`config.mk`:
```
export PLATFORM = sky130hd
export DESIGN_NAME = maxpool_stream
export DESIGN_NICKNAME = d
export VERILOG_FILES = /design/src/rtl/maxpool_stream.sv
export SDC_FILE = /design/constraint.sdc
export NUM_CORES = 2
export LEC_CHECK = 0
export ABC_AREA = 1
export BUFFER_PORTS_ARGS = -buffer_cell sky130_fd_sc_hd__buf_2
export CORE_ASPECT_RATIO = 0.5
export CORE_UTILIZATION = 48
export CTS_CLUSTER_DIAMETER = 150
export DETAILED_ROUTE_END_ITERATION = 16
export GPL_TIMING_DRIVEN = 0
export HOLD_SLACK_MARGIN = 0.06
export PLACE_DENSITY_LB_ADDON = 0.1
export SYNTH_ARGS = -nofsm -noshare
export SYNTH_HDL_FRONTEND = slang
export SYNTH_SLANG_ARGS = --single-unit
export TNS_END_PERCENT = 20
```
`constraint.sdc`:
```
create_clock -name clk -period 6 [get_ports clk]
set_input_delay 0.6 -clock clk [delete_from_list [all_inputs] [get_ports clk]]
set_output_delay 0.6 -clock clk [all_outputs]
set_load 0.03 [all_outputs]
```
`src/rtl/maxpool_stream.sv`:
```
// Streaming KxK, stride-K max-pooling over raster-ordered CH-lane pixels, one row of partial maxima buffered.
// Optional MAXPOOL_RELU_EN: clamp each pooled lane to max(v, 0) before the output register.
module maxpool_stream #(
    parameter int DW    = 16,
    parameter int CH    = 4,
    parameter int K     = 3,
    parameter int IMG_W = 32,
    parameter int IMG_H = 32
) (
    input  logic             clk,
    input  logic             rst_n,
    input  logic             in_valid,
    output logic             in_ready,
    input  logic [CH*DW-1:0] in_data,
    output logic             out_valid,
    input  logic             out_ready,
    output logic [CH*DW-1:0] out_data,
    output logic             out_last
);
    localparam int OW = IMG_W / K;
    localparam int OH = IMG_H / K;
    localparam int CW = (IMG_W > 1) ? $clog2(IMG_W) : 1;
    localparam int RW = (IMG_H > 1) ? $clog2(IMG_H) : 1;
    localparam int KW = (K > 1) ? $clog2(K) : 1;
    localparam int JW = (OW > 1) ? $clog2(OW) : 1;
    localparam int IW = (OH > 1) ? $clog2(OH) : 1;

    localparam logic [CW-1:0] COL_LAST = CW'(IMG_W - 1);
    localparam logic [RW-1:0] ROW_LAST = RW'(IMG_H - 1);
    localparam logic [KW-1:0] K_LAST   = KW'(K - 1);
    localparam logic [JW-1:0] OW_LAST  = JW'(OW - 1);
    localparam logic [IW-1:0] OH_LAST  = IW'(OH - 1);

    // Handshake: a beat moves on a side exactly when its valid and ready are both high in a cycle;
    // an output beat, once valid, holds data and last unchanged until out_ready takes it.
    // Column position is tracked as (kc = col%K, jc = col/K); cdone marks the trailing columns.
    logic [CW-1:0] col_q, col_d;
    logic [KW-1:0] kc_q, kc_d;
    logic [JW-1:0] jc_q, jc_d;
    logic          cdone_q, cdone_d;
    logic [RW-1:0] row_q, row_d;
    logic [KW-1:0] kr_q, kr_d;
    logic [IW-1:0] ir_q, ir_d;
    logic          rdone_q, rdone_d;

    logic [CH*DW-1:0] hacc_q, hacc_d;
    logic [CH*DW-1:0] rowbuf_q [OW];
    logic [CH*DW-1:0] rowbuf_d [OW];
    logic             out_valid_q, out_valid_d;
    logic [CH*DW-1:0] out_data_q, out_data_d;
    logic             out_last_q, out_last_d;

    logic             accept;
    logic             win_end;
    logic [CH*DW-1:0] rb_rd, hmax, vin, res;

    // Ties return the earlier operand a.
    function automatic logic [DW-1:0] smax(input logic [DW-1:0] a, input logic [DW-1:0] b);
        return ($signed(b) > $signed(a)) ? b : a;
    endfunction

    assign in_ready  = rst_n && (!out_valid_q || out_ready);
    assign out_valid = out_valid_q;
    assign out_data  = out_data_q;
    assign out_last  = out_last_q;

    always_comb begin
        col_d = col_q; kc_d = kc_q; jc_d = jc_q; cdone_d = cdone_q;
        row_d = row_q; kr_d = kr_q; ir_d = ir_q; rdone_d = rdone_q;
        hacc_d      = hacc_q;
        rowbuf_d    = rowbuf_q;
        out_valid_d = out_valid_q && !out_ready;
        out_data_d  = out_data_q;
        out_last_d  = out_last_q;
        hmax = '0;
        vin  = '0;
        res  = '0;

        accept  = in_valid && in_ready;
        win_end = accept && (kc_q == K_LAST) && !cdone_q && !rdone_q;
        rb_rd   = rowbuf_q[jc_q];

        for (int c = 0; c < CH; c++) begin
            hmax[c*DW +: DW] = (kc_q == '0) ? in_data[c*DW +: DW]
                                            : smax(hacc_q[c*DW +: DW], in_data[c*DW +: DW]);
            vin[c*DW +: DW]  = (kr_q == '0) ? hmax[c*DW +: DW]
                                            : smax(rb_rd[c*DW +: DW], hmax[c*DW +: DW]);
`ifdef MAXPOOL_RELU_EN
            res[c*DW +: DW]  = vin[c*DW + DW - 1] ? '0 : vin[c*DW +: DW];
`else
            res[c*DW +: DW]  = vin[c*DW +: DW];
`endif
        end

        if (accept) begin
            hacc_d = hmax;
            if (col_q == COL_LAST) begin
                col_d = '0; kc_d = '0; jc_d = '0; cdone_d = 1'b0;
                if (row_q == ROW_LAST) begin
                    row_d = '0; kr_d = '0; ir_d = '0; rdone_d = 1'b0;
                end else begin
                    row_d = row_q + 1'b1;
                    if (kr_q == K_LAST) begin
                        kr_d = '0;
                        if (ir_q == OH_LAST) rdone_d = 1'b1;
                        else                 ir_d    = ir_q + 1'b1;
                    end else begin
                        kr_d = kr_q + 1'b1;
                    end
                end
            end else begin
                col_d = col_q + 1'b1;
                if (kc_q == K_LAST) begin
                    kc_d = '0;
                    if (jc_q == OW_LAST) cdone_d = 1'b1;
                    else                 jc_d    = jc_q + 1'b1;
                end else begin
                    kc_d = kc_q + 1'b1;
                end
            end
        end

        // The bottom row of a window band goes straight to the output; earlier rows fold into rowbuf.
        if (win_end) begin
            if (kr_q == K_LAST) begin
                out_valid_d = 1'b1;
                out_data_d  = res;
                out_last_d  = (ir_q == OH_LAST) && (jc_q == OW_LAST);
            end else begin
                rowbuf_d[jc_q] = vin;
            end
        end
    end

    always_ff @(posedge clk) begin
        if (!rst_n) begin
            col_q <= '0; kc_q <= '0; jc_q <= '0; cdone_q <= 1'b0;
            row_q <= '0; kr_q <= '0; ir_q <= '0; rdone_q <= 1'b0;
            hacc_q      <= '0;
            out_valid_q <= 1'b0;
            out_data_q  <= '0;
            out_last_q  <= 1'b0;
            for (int j = 0; j < OW; j++) rowbuf_q[j] <= '0;
        end else begin
            col_q <= col_d; kc_q <= kc_d; jc_q <= jc_d; cdone_q <= cdone_d;
            row_q <= row_d; kr_q <= kr_d; ir_q <= ir_d; rdone_q <= rdone_d;
            hacc_q      <= hacc_d;
            out_valid_q <= out_valid_d;
            out_data_q  <= out_data_d;
            out_last_q  <= out_last_d;
            for (int j = 0; j < OW; j++) rowbuf_q[j] <= rowbuf_d[j];
        end
    end
endmodule

```
==> run_results.csv <==
group,metric,value,unit
status,outcome,"finished, final reports clean",
die,die_h,217,um
final_layout,final_nets,7395,
die,start_util,0.487,
timing,hold_viol,0,
yosys,synth_ff_type,"dfxtp_1",
yosys,synthTopCellsByArea,"dfxtp_1 36%, inv_1 11%, nand2_1 11%",
power_and_ir_drop,powerDensity,246,nW/um2
worst_setup_path,path_max_fanout,10,
clocking,cts-root-buf,"clkbuf_16",
min_path,hp-class,"in -> reg",
power_and_ir_drop,ir_drop,0.157,mV
timing,rsz0062_at_grt,"false",
place,dpl_cell_area,46600,um2
clocking,clk_pin_slew_worst_paths,0.07,ns
timing,min_period,5.59,ns
timing,slew_headroom,0.123,
worst_setup_path,cpMostUsedCell,"nand3_1",
grt,gr-total-overflow,0,
timing,drv_slew,0,
grt,grt_max_degree,15,
route,wl_per_cell,22.0,um
worst_setup_path,startpoint_type,"register",
timing,clock.fmax,179,MHz
clocking,cts_tree,"done",
yosys,syn_inst,6974,
timing,tightest_slew,1.32,ns
die,num_io_pins,135,
die,core,91100,um2
power_and_ir_drop,leakagePower,25.1,nW
final_layout,final_cells,8489,
place,post-place-cells,8348,
worst_setup_path,end_kind,"register",
place,port_buffers,134,
place,gp_routability_congestion,1.03,
yosys,synth_edf_count,0,
clocking,clock_path_buffers,3,
run,drv_cap,0,
yosys,syn_area,44400,um2
route,antenna_left,0,
clocking,htreeDepth,3,
worst_setup_path,crit_type,"reg -> reg",
grt,gr-max-usage-layer,"met1",
clocking,cts.sinks,794,
grt,met2_usage,0.542,
route,drc,0,
route,vias,47546,
route,route.final.wire_length,187000,um
final_layout,layout_common_cells,"1,322 x inv_1, 1,275 x nand2_1, 877 x nand3_1",
worst_setup_path,critPathTopFamily,"simple AND/OR/NAND/NOR gates",
grt,first_global_vias,42739,
final_layout,drive_gt1_frac,0.0895,
yosys,ys_seq_area_frac,0.358,
yosys,yosysWarnings,0,
grt,use_met3,0.117,
clocking,worstSkewPairLatency,0.70,ns
grt,met1_usage,0.552,
worst_setup_path,slowest_stage,"buf_1",
yosys,synth_top_cell_by_area,"dfxtp_1",
worst_setup_path,path_cells,"inv_1, nand2_2, buf_2, buf_1, nand3_1, and2_1, ha_1, nand4_1, nor3b_1, nand2_1, nand3_1, nand3_1, nand2_2, inv_1, buf_6, nand2_1, buf_2, nand3_1, nand2_1, inv_1",
worst_setup_path,worstPathRequired,6.58,ns
grt,grt_pass1_wl,271000,um
worst_setup_path,max_stage_delay,0.77,ns
yosys,synthArstFlopShare,0,
grt,grt_usage,0.388,
place,post-dp-hpwl,137000,um
route,drtPass1Iterations,9,
worst_setup_path,cp_num_buf_inv,7,
timing,tns,0,ns
yosys,ys_ff_latch,794,
die,die_w,432,um
worst_setup_path,critPathArrivalTime,6.17,ns
final_layout,layout_commonest_cell,"inv_1",
timing,finClkSkew,0.0286,ns
clocking,cts_buffers,79,
clocking,cts-hold-fix-buffers,0,
timing,setup_viol,0,
yosys,synth_area_per_cell,6.36,um2
timing,period_share,0.931,
die,fp-row-count,78,
yosys,yosysUniqueCellTypes,43,
yosys,syn_nets,7180,
final_layout,area_delta_synth_final,11.1,%
timing,hold_ws,0.188,ns
route,dr.first_iter.drc_count,6346,
yosys,synth_top_area_frac,0.358,
route,vias_per_cell,5.60,
die,dieArea,93700,um2
grt,antenna_found_initial,10,
final_layout,stdcell_area,49300,um2
cell usage after synthesis, drive strengths merged, types with 13 or more instances:
cell type and count:
nand3b 15, a21oi 641, buf 370, nand3 882, nor2 715, dfxtp 794
ha 138, nand2 1288, o21a 65, and3 46, o22ai 60, o21ai 413
nor3 13, inv 1345, clkbuf 145
layout make-up:
class                      count  area, um2
buffer                       515       2720
timing repair buffer         134        671
sequential                   794      15900
fill                        9332      41700
clock buffer                 114       2330
inverter                    1345       5050
multi-input combinational   4320      20700
tap                         1240       1550
clock inverter                21        367
antenna                        6       15.0
registers in the layout, indices dropped and copies added (netlist names):
name and count:
cdone_q 1, row_q 5, kr_q 2, hacc_q 64
out_data 64, rdone_q 1, kc_q 2, out_valid 1
col_q 5, rowbuf_q 640, out_last 1, ir_q 4
jc_q 4
path summary, 6_finish.rpt:
path / startpoint / endpoint / slack [ns] / depth (start not counted)
max reg2reg: kc_q[1]$_SDFFE_PN0P_ / out_data[58]$_SDFFE_PN0P_ / 0.41 / 20
max: kc_q[1]$_SDFFE_PN0P_ / out_data[58]$_SDFFE_PN0P_ / 0.41 / 20
min reg2reg: col_q[4]$_SDFFE_PN0P_ / col_q[4]$_SDFFE_PN0P_ / 0.47 / 2
min: out_ready / out_valid$_SDFF_PN0_ / 0.19 / 4
routing by layer:
metal / vias to the layer above / routed length (um)
li1: 22075 / -
met1: 22372 / 80700
met2: 2671 / 71800
met3: 424 / 25900
met4: 4 / 8250
met5: - / 172
kinds of logic after synthesis:
family | Yosys count | synth area share
simple gates | 2974 | 0.284
flops | 794 | 0.358
buf+inv | 1860 | 0.175
xor+xnor | 2 | 0.000395
compound gates | 1206 | 0.143
fa+ha+maj | 138 | 0.0389
report_power, final:
| part | switching (mW) | leakage, nW | internal (mW) |
|---|---|---|---|
| clock network | 2.36 | 1.32 | 3.12 |
| registers | 0.0150 | 6.41 | 5.32 |
| logic | 0.961 | 17.4 | 0.369 |
worst reg2reg max path: stages, from the launching register on:
cell,delay (ns)
dfxtp_1,0.42
inv_1,0.09
nand2_2,0.47
buf_2,0.72
buf_1,0.77
nand3_1,0.20
and2_1,0.23
ha_1,0.30
nand4_1,0.16
nor3b_1,0.40
nand2_1,0.19
nand3_1,0.11
nand3_1,0.09
nand2_2,0.20
inv_1,0.20
buf_6,0.19
nand2_1,0.08
buf_2,0.29
nand3_1,0.24
nand2_1,0.11
inv_1,0.04
timing repair:
item	CTS	global route
gates resized for setup	0	1
setup endpoints to repair	0	3
setup buffers	0	0
hold endpoints to repair	0	0
metrics by stage:
step                      utilization  power [mW]  setup WS [ns]
after floorplan                     -        6.28           2.21
after global placement          0.512        6.71          0.306
after detailed placement        0.512        6.74          0.248
after CTS                       0.541        12.1          0.183
after global routing            0.541        12.5          0.326
final                           0.542        12.1          0.412
Note: power is estimated with default switching activity, not from simulation.
